==> src/rtl/mmcm_lock_ctrl.sv <==
//==============================================================================
// Module      : mmcm_lock_ctrl
// Description : MMCM reset/lock bring-up sequencer with lock timeout, stability
//               qualification, bounded retries and lock-loss re-sequencing.
//               Optional lock-loss counter enabled by MMCM_LOCK_LOSS_CNT_EN.
// Revision    : 1.0 - initial release
//==============================================================================
`default_nettype none

module mmcm_lock_ctrl #(
    parameter int RST_HOLD_CYCLES     = 16,
    parameter int LOCK_TIMEOUT_CYCLES = 65536,
    parameter int LOCK_STABLE_CYCLES  = 1024,
    parameter int MAX_RETRIES         = 4
) (
    input  logic        clk,
    input  logic        rst,
    input  logic        mmcm_locked,
    input  logic        restart,
    output logic        mmcm_rst,
    output logic        clk_ok,
    output logic        fail,
    output logic [7:0]  retry_cnt,
`ifdef MMCM_LOCK_LOSS_CNT_EN
    output logic [15:0] lock_loss_cnt,
`endif
    output logic [2:0]  state
);

    localparam int c_max_ab  = (RST_HOLD_CYCLES > LOCK_TIMEOUT_CYCLES) ?
                               RST_HOLD_CYCLES : LOCK_TIMEOUT_CYCLES;
    localparam int c_max_cyc = (c_max_ab > LOCK_STABLE_CYCLES) ? c_max_ab : LOCK_STABLE_CYCLES;
    localparam int c_timer_w = (c_max_cyc > 2) ? $clog2(c_max_cyc) : 1;

    localparam logic [c_timer_w-1:0] c_hold_last    = c_timer_w'(RST_HOLD_CYCLES - 1);
    localparam logic [c_timer_w-1:0] c_timeout_last = c_timer_w'(LOCK_TIMEOUT_CYCLES - 1);
    localparam logic [c_timer_w-1:0] c_stable_last  = c_timer_w'(LOCK_STABLE_CYCLES - 1);

    typedef enum logic [2:0] {
        ST_RST_ASSERT = 3'd0,
        ST_WAIT_LOCK  = 3'd1,
        ST_STABLE     = 3'd2,
        ST_RUN        = 3'd3,
        ST_FAIL       = 3'd4
    } state_t;

    logic                 r_lock_meta;
    logic                 r_locked_s;
    state_t               r_state;
    logic [c_timer_w-1:0] r_timer;
    logic [7:0]           r_retry;

    state_t               w_state_nxt;
    logic [c_timer_w-1:0] w_timer_nxt;
    logic [7:0]           w_retry_nxt;
    logic [7:0]           w_retry_inc;
    logic                 w_attempt_fail;

    // Timer defaults to zero so that every state change clears it; only
    // RST_ASSERT, WAIT_LOCK and STABLE keep counting while they persist.
    always_comb begin
        w_state_nxt    = r_state;
        w_timer_nxt    = '0;
        w_retry_nxt    = r_retry;
        w_attempt_fail = 1'b0;
        w_retry_inc    = (r_retry == 8'hFF) ? 8'hFF : r_retry + 8'd1;

        if (restart) begin
            w_state_nxt = ST_RST_ASSERT;
            w_retry_nxt = '0;
        end else begin
            case (r_state)
                ST_RST_ASSERT: begin
                    if (r_timer == c_hold_last) begin
                        w_state_nxt = ST_WAIT_LOCK;
                    end else begin
                        w_timer_nxt = r_timer + 1'b1;
                    end
                end
                ST_WAIT_LOCK: begin
                    if (r_locked_s) begin
                        w_state_nxt = ST_STABLE;
                    end else if (r_timer == c_timeout_last) begin
                        w_attempt_fail = 1'b1;
                    end else begin
                        w_timer_nxt = r_timer + 1'b1;
                    end
                end
                ST_STABLE: begin
                    if (!r_locked_s) begin
                        w_attempt_fail = 1'b1;
                    end else if (r_timer == c_stable_last) begin
                        w_state_nxt = ST_RUN;
                        w_retry_nxt = '0;
                    end else begin
                        w_timer_nxt = r_timer + 1'b1;
                    end
                end
                ST_RUN: begin
                    if (!r_locked_s) begin
                        w_state_nxt = ST_RST_ASSERT;
                    end
                end
                ST_FAIL: begin
                    w_state_nxt = ST_FAIL;
                end
                default: begin
                    w_state_nxt = ST_RST_ASSERT;
                end
            endcase

            if (w_attempt_fail) begin
                w_retry_nxt = w_retry_inc;
                if ((MAX_RETRIES != 0) && (int'(w_retry_inc) == MAX_RETRIES)) begin
                    w_state_nxt = ST_FAIL;
                end else begin
                    w_state_nxt = ST_RST_ASSERT;
                end
            end
        end
    end

    // Outputs are decoded from the next state so they line up with r_state.
    always_ff @(posedge clk) begin
        if (rst) begin
            r_lock_meta <= 1'b0;
            r_locked_s  <= 1'b0;
            r_state     <= ST_RST_ASSERT;
            r_timer     <= '0;
            r_retry     <= '0;
            mmcm_rst    <= 1'b1;
            clk_ok      <= 1'b0;
            fail        <= 1'b0;
        end else begin
            r_lock_meta <= mmcm_locked;
            r_locked_s  <= r_lock_meta;
            r_state     <= w_state_nxt;
            r_timer     <= w_timer_nxt;
            r_retry     <= w_retry_nxt;
            mmcm_rst    <= (w_state_nxt == ST_RST_ASSERT) || (w_state_nxt == ST_FAIL);
            clk_ok      <= (w_state_nxt == ST_RUN);
            fail        <= (w_state_nxt == ST_FAIL);
        end
    end

    assign state     = r_state;
    assign retry_cnt = r_retry;

`ifdef MMCM_LOCK_LOSS_CNT_EN
    logic [15:0] r_loss_cnt;

    // Only a genuine lock loss from RUN counts; restart has priority over it.
    always_ff @(posedge clk) begin
        if (rst) begin
            r_loss_cnt <= '0;
        end else if ((r_state == ST_RUN) && !r_locked_s && !restart &&
                     (r_loss_cnt != 16'hFFFF)) begin
            r_loss_cnt <= r_loss_cnt + 16'd1;
        end
    end

    assign lock_loss_cnt = r_loss_cnt;
`endif

endmodule

`default_nettype wire

==> config.mk <==
export PLATFORM = sky130hd
export DESIGN_NAME = mmcm_lock_ctrl
export DESIGN_NICKNAME = d
export VERILOG_FILES = /design/src/rtl/mmcm_lock_ctrl.sv
export SDC_FILE = /design/constraint.sdc
export NUM_CORES = 1
export LEC_CHECK = 0
export CAP_MARGIN = 0
export CORE_UTILIZATION = 41
export CTS_BUF_LIST = sky130_fd_sc_hd__clkbuf_4 sky130_fd_sc_hd__clkbuf_8 sky130_fd_sc_hd__clkbuf_16
export CTS_CLUSTER_SIZE = 10
export DETAILED_ROUTE_END_ITERATION = 7
export PLACE_DENSITY = 0.64
export SYNTH_ARGS = -nofsm -noshare
export SYNTH_HDL_FRONTEND = slang
export SYNTH_SLANG_ARGS = --single-unit
==> constraint.sdc <==
create_clock -name clk -period 2.16 [get_ports clk]
set_input_delay 0.648 -clock clk [delete_from_list [all_inputs] [get_ports clk]]
set_output_delay 0.648 -clock clk [all_outputs]
set_load 0.02 [all_outputs]
==> results.toml <==
[floorplanning]
die-area_sq_mm = 0.00405
die_h_um = 63.6
start_util_pct = 42.5
ios = 18
rows = 22
coreArea_sq_mm = 0.00366
die_w_um = 63.6

[synth]
synth_area_leader_cell = "dfxtp_1"
async_flop_share_pct = 0
yosysSeqAreaShare_pct = 41.1
synth_edf_count = 0
synth_area_leaders = "dfxtp_1 (41%), xnor2_1 (5.6%), nor2_1 (5.5%), nand2_1 (4.3%), nand3_1 (3.9%)"
netlist_area_sq_mm = 0.00156
syn_area_per_cell_sq_um = 8.51
syn_inst = 183
ys_top_cells_by_count = "dfxtp_1 (32), nor2_1 (23), nand2_1 (18)"
yosysMostFrequentCell = "dfxtp_1"
synth_seq_cells = 32
synth-main-ff-cell = "dfxtp_1"
synth_warnings = 0
synth_top_cell_area_share_pct = 41.1
syn-num-nets = 189
ys_types = 44

[clocking]
hold_buffers = 0
cts_root_buf = "clkbuf_8"
clock_sinks = 32
cts-htree-levels = 2
worst_skew_pair.late_latency_ns = 0.27
tritoncts = "done"
clockBufferDepth = 2
cts_made_buffers = 5
clkSlewWorstSetupHoldPaths_ns = 0.06

[timing]
tightest_slew_ns = 0.556
fmax_mhz = 486
tns_ns = 0
final.setup_skew_ns = 0.00525
setup_violations = 0
grt_setup_unrepaired = "no"
post-route-period-util_pct = 95.3
report.final.slew_viol_count = 0
fin_crit_ns = 2.06
hold_viol = 0
relSlewSlack_pct = 62.7

[finish]
n_antenna_cell = 0
nets = 221
final_cell_area_sq_mm = 0.00194
drive_gt1_share_pct = 13.6
area_growth_pct = 24.5
utilization_pct = 53.0
nFillCells = 344

[global_routing]
grt_max_degree = 16
grtUsageTotal_pct = 18.0
grt-ovfl-total = 0
antenna_found_initial = 0
grt_pass1_wl_um = 5730
grt_pass1_vias = 1296

[hold_path]
hold_path_class = "reg -> reg"

[setup_path]
critPathArrivalTime_ns = 1.41
critPathSlowestCell = "clkdlybuf4s50_1"
startpoint_type = "flip-flop"
critPathBufInv = 1
path_class = "reg -> out"
slowest_delay_ns = 0.67
setup.worst_path.end_class = "primary output"
worstPathMaxFanout = 9
crit_required_ns = 1.51
cp_cell_sequence = "clkdlybuf4s50_1"
critPathTopFamily = "buffers and inverters"

[drt]
vias_per_cell = 5.47
vias = 1428
drc = 0
drt-total-wl_um = 3360
firstDrtPassIters = 4
drtIter0Drc = 44
wl_per_cell_um = 12.9
ant_nets = 0

[place]
port_buffers = 17
placed_area_sq_mm = 0.00186
dp.final_hpwl_um = 2460
finalWeightedCongestion = 0.845

[power_and_ir_drop]
max-vdd-ir-drop_mv = 0.345
power_density_mw_per_mm2 = 525
total_leakage_power_nw = 0.640

[run]
maxCapViolCount = 0

[run_status]
status = "finished, final reports clean"
-- per-layer routing --
metal  vias to the layer above  global-route usage (%)  routed length (um)
li1                        723                       -                   -
met1                       670                    25.1                1770
met2                        33                    26.5                1460
met3                         2                    4.35                 113
met4                         0                    6.82                  22
met5                         -                       0                   0
-- cell families after synthesis --
| logic type | Yosys count | synth area share [%] |
|---|---|---|
| simple gates | 92 | 32.2 |
| fa+ha+maj | 2 | 1.61 |
| buf+inv | 12 | 3.45 |
| flops | 32 | 41.1 |
| xor+xnor | 14 | 7.87 |
| compound gates | 31 | 13.7 |
-- flip-flops by register name (all words and copies together) (netlist names) --
register,cells
clk_ok,1
retry_cnt,8
fail,1
state,3
r_locked_s,1
r_timer,16
r_lock_meta,1
mmcm_rst,1
-- cell usage in the layout, fill, tap and decap left out, types with 2 or more instances in the layout --
cell type	instances
a21oi_1	7
a311oi_1	2
a31oi_1	4
a41oi_1	2
and4_1	3
and4_2	2
buf_4	14
clkbuf_8	5
clkdlybuf4s50_1	17
dfxtp_1	31
ha_1	2
inv_1	6
nand2_1	18
nand2b_1	2
nand3_1	12
nand4_1	3
nor2_1	23
nor2b_1	5
nor3_1	9
nor4b_1	2
o211a_1	2
o21ai_0	5
or2_2	2
or4_1	2
xnor2_1	10
xor2_1	4
-- area by class of cell --
class	instances	area, sq um	share of cell area (%)
clock buffers	5	68.8	3.55
inverters	6	22.5	1.16
multi-input cells	139	871	44.9
flip-flops and latches	32	642	33.1
well taps	48	60.1	3.10
repair buffers	31	275	14.2
-- repair_timing --
item | in CTS | in global routing
buffers inserted | 0 | 0
endpoints found under the setup margin | 14 | 2
pin swaps | 0 | 1
resized for setup | 1 | 1
-- worst paths after layout --
path / startpoint / end / depth (start not counted) / slack (ns)
worst max-delay path: state[2] / state[2] / 1 / 0.10
worst min-delay path: r_lock_meta / r_locked_s / 1 / 0.45
worst max register to register: r_timer[0] / r_timer[3] / 6 / 0.13
worst min register to register: r_lock_meta / r_locked_s / 1 / 0.45
-- per-stage QoR --
step / hold WS, ns / cells / total power [mW] / worst slack [ns]
2_1_floorplan: 0.414 / 183 / 0.624 / 0.315
3_3_place_gp: 0.436 / 256 / 0.634 / 0.0274
3_5_place_dp: 0.435 / 256 / 0.635 / -0.0828
4_1_cts: 0.452 / 261 / 1.03 / 0.0459
5_1_grt: 0.475 / 261 / 1.06 / 0.0251
6_report: 0.449 / 261 / 1.02 / 0.102
-- power breakdown --
group / switching (mW) / leakage (nW) / total (mW) / internal, mW
Sequential: 0.00284 / 0.259 / 0.597 / 0.594
Clock: 0.187 / 0.0359 / 0.394 / 0.207
Combinational: 0.0131 / 0.345 / 0.0264 / 0.0133
Total: 0.203 / 0.640 / 1.02 / 0.814
No activity file was read; power rests on OpenSTA's default activity.
==> RTL change: new RTL, same flow settings <==
The option `MMCM_LOCK_LOSS_CNT_EN` is turned on by a define.
--- a/src/rtl/mmcm_lock_ctrl.sv
+++ b/src/rtl/mmcm_lock_ctrl.sv
@@ -8,2 +8,4 @@
 `default_nettype none
+
+`define MMCM_LOCK_LOSS_CNT_EN
 
Behaviour (old outputs only; new: lock_loss_cnt): unchanged (Yosys induction, for registers that start in step).
==> RTL change against the original RTL <==
  * Sequential cell count grew 16
  * Worst setup slack lost 0.096 ns
  * Power grew 43%
  * Clock skew is essentially flat
  * Synthesized area grew 51%
  * Clock power grew 33%
  * Cell area grew 61%
  * Routed wire length grew 58%
  * Critical endpoint is now r_timer[10]
  * Highest routed layer unchanged
==> RTL change: results (changes against the original RTL) <==
- The run finished with clean final reports.
- The worst slack on hold paths was 0.447 ns (-0.00231 ns).
- The largest driver fanout on the critical path is 15 (+6).
- The number of clock buffers inserted by TritonCTS was 5 (unchanged).
- The share of cells above drive strength 1 was 0.170 (+0.0339).
- The hold-critical path endpoint is r_locked_s.
- The origin of the worst min-delay path is r_lock_meta.
- The clock latency at the later pin of the worst-skew pair is 0.30 ns (+0.03 ns).
- The net total in the final layout is 353 (+60%).
- The maximum number of pins on one net before global-route repair is 20 (+4).
- The share of synthesized cell area in full adder, half adder and majority cells is 0.0159 (-0.000141).
- The number of instances on the worst hold path came to 1 (unchanged).
- The total wirelength of the detailed-routed design was 5.31 mm (+58%).
- The half-perimeter wire length after placement came to 3.91 mm (+59%).
- The register-to-register path setup slack is 0.007 ns (-0.12 ns).
- The post-synthesis compound-gate area fraction is 0.101 (-0.0365).
- The maximum VDD drop is 0.000303 V (-12%).
- The type of the most critical hold path is reg2reg.
- The H-tree depth is 2 (unchanged).
- After synthesis, the cell types taking the most area are dfxtp_1, xor2_1, nor2_1.
- The placed standard-cell area came to 0.00301 mm2 (+62%).
- The via count of the first global-routing pass is 2,056 (+59%).
- The actual slew at the worst max-slew pin is 0.488 ns (-0.0675 ns).
- The mean area per synthesized cell is 8.39 um2 (-1.5%).
- The post-synthesis async set-or-reset flop share is 0 (unchanged).
- The net count after synthesis came to 288 (+52%).
- The arrival time at the worst endpoint is 2.35 ns (+0.94 ns).
- The all-layer global routing usage is 0.184 (+0.00360).
- Tracing the worst setup path back leads to its startpoint at r_timer[6].
- The parity-gate share of the synthesized area counting xor and xnor cells was 0.108 (+0.0290).
- The share of the yosys chip area belonging to registers came to 0.408 (-0.00360).
- The deepest clock path buffer count came to 2 (unchanged).
- Counting instances in the post-synthesis netlist gives the leading cell types as dfxtp_1, nor2_1, nand3_1.
- The violation count after the first detailed-route iteration came to 74 (+68%).
- The fraction of synthesized area in multiplexers was 0.00902 (+0.00902).
- The terminus of the critical flop-to-flop path is r_timer[10].
- The peak per-stage delay on the critical path is 0.56 ns (-0.11 ns).
- The via count normalized by instance count came to 5.22 (-4.6%).
- The antenna diode count is 0 (unchanged).
- The number of cells in the design after placement was 410 (+60%).
- The total of buffers placed on input and output ports is 33 (+16).
- For this design, the slowest cell found on the critical path is or4_4.
- The leakage power is 1.16 nW (+82%).
- The total via count after detailed routing is 2,186 (+53%).
- The clock transition at the registers of the reported paths is 0.09 ns (+0.03 ns).
- In this run the clock root is driven by a clkbuf_8.
- The total iterations of the first detailed-routing run came to 4 (unchanged).
- The largest clock skew in the final design came to 0.00497 ns (-0.000280 ns).
- The final weighted congestion in routability-driven placement is 0.834 (-1.3%).
- The number of cells on the worst reg-to-reg path is 6 (unchanged).
- The count of unique library cells instantiated by Yosys came to 43 (-2.3%).
- The first-pass GRT wire length is 9.05 mm (+58%).
RTL change: changes by cell type after synthesis, sizes merged, moves of 3 or more:
cell,unedited run,this run
dfxtp,32,48
nand3,12,26
clkbuf,4,8
and4,5,2
nand2b,2,5
and3,1,8
nand4,3,12
nor2,23,44
xor2,4,21
RTL change: timing repair:
action | in CTS | in global routing
buffers inserted | 0 | 1
endpoints found under the setup margin | 15 | 26
pin swaps | 0 | 3
resized for setup | 3 | 4
RTL change: power breakdown:
part           switching (mW)  internal (mW)  leakage [nW]
clock network           0.299          0.226        0.0479
registers             0.00217          0.887         0.389
logic                  0.0222         0.0227         0.727
RTL change: cells by family after synthesis:
logic type | count (synthesis)
compound gates | 32
xor+xnor | 29
fa+ha+maj | 3
buf+inv | 14
flops | 48
mux | 2
simple gates | 153
RTL change: layout make-up:
class                      instances  area (um2)
sequential                        48         966
inverter                           5        18.8
fill                             525        2410
multi-input combinational        219        1370
clock buffer                       5        68.8
timing repair buffer              67         598
tap                               72        90.1
clock inverter                     3        18.8
RTL change: metrics by stage:
step	worst slack [ns]	util	TNS, ns
3_5_place_dp	-0.0227	0.543	-0.0668
2_1_floorplan	-0.00368	-	-0.0285
5_1_grt	-0.0712	0.565	-0.853
3_3_place_gp	-0.00446	0.543	-0.00446
4_1_cts	-0.000484	0.561	-0.000484
6_report	0.00667	0.565	0
RTL change: how the worst max path moves through the flow:
stage | to | slack (ns)
CTS | r_timer[10] | -0.0005
detailed placement | lock_loss_cnt[9] | -0.02
floorplan | r_timer[8] | -0.004
finish | r_timer[10] | 0.007
global placement | lock_loss_cnt[9] | -0.004
global route | r_timer[7] | -0.07
RTL change: routing by layer:
| layer | up-vias | global-route usage | part of all wire |
|---|---|---|---|
| li1 | 1135 | - | - |
| met4 | 0 | 0.0604 | 0.012 |
| met1 | 1017 | 0.235 | 0.48 |
| met2 | 25 | 0.306 | 0.48 |
| met5 | - | 0 | 0 |
| met3 | 9 | 0.0365 | 0.028 |
RTL change: worst max-delay path: cells and delay by family (launching register included):
family                 cells  cell delay, ns
and+or+nand+nor            4            1.30
AOI/OAI and AO/OA          1            0.25
buffers and inverters      1            0.18
DFF                        1            0.32
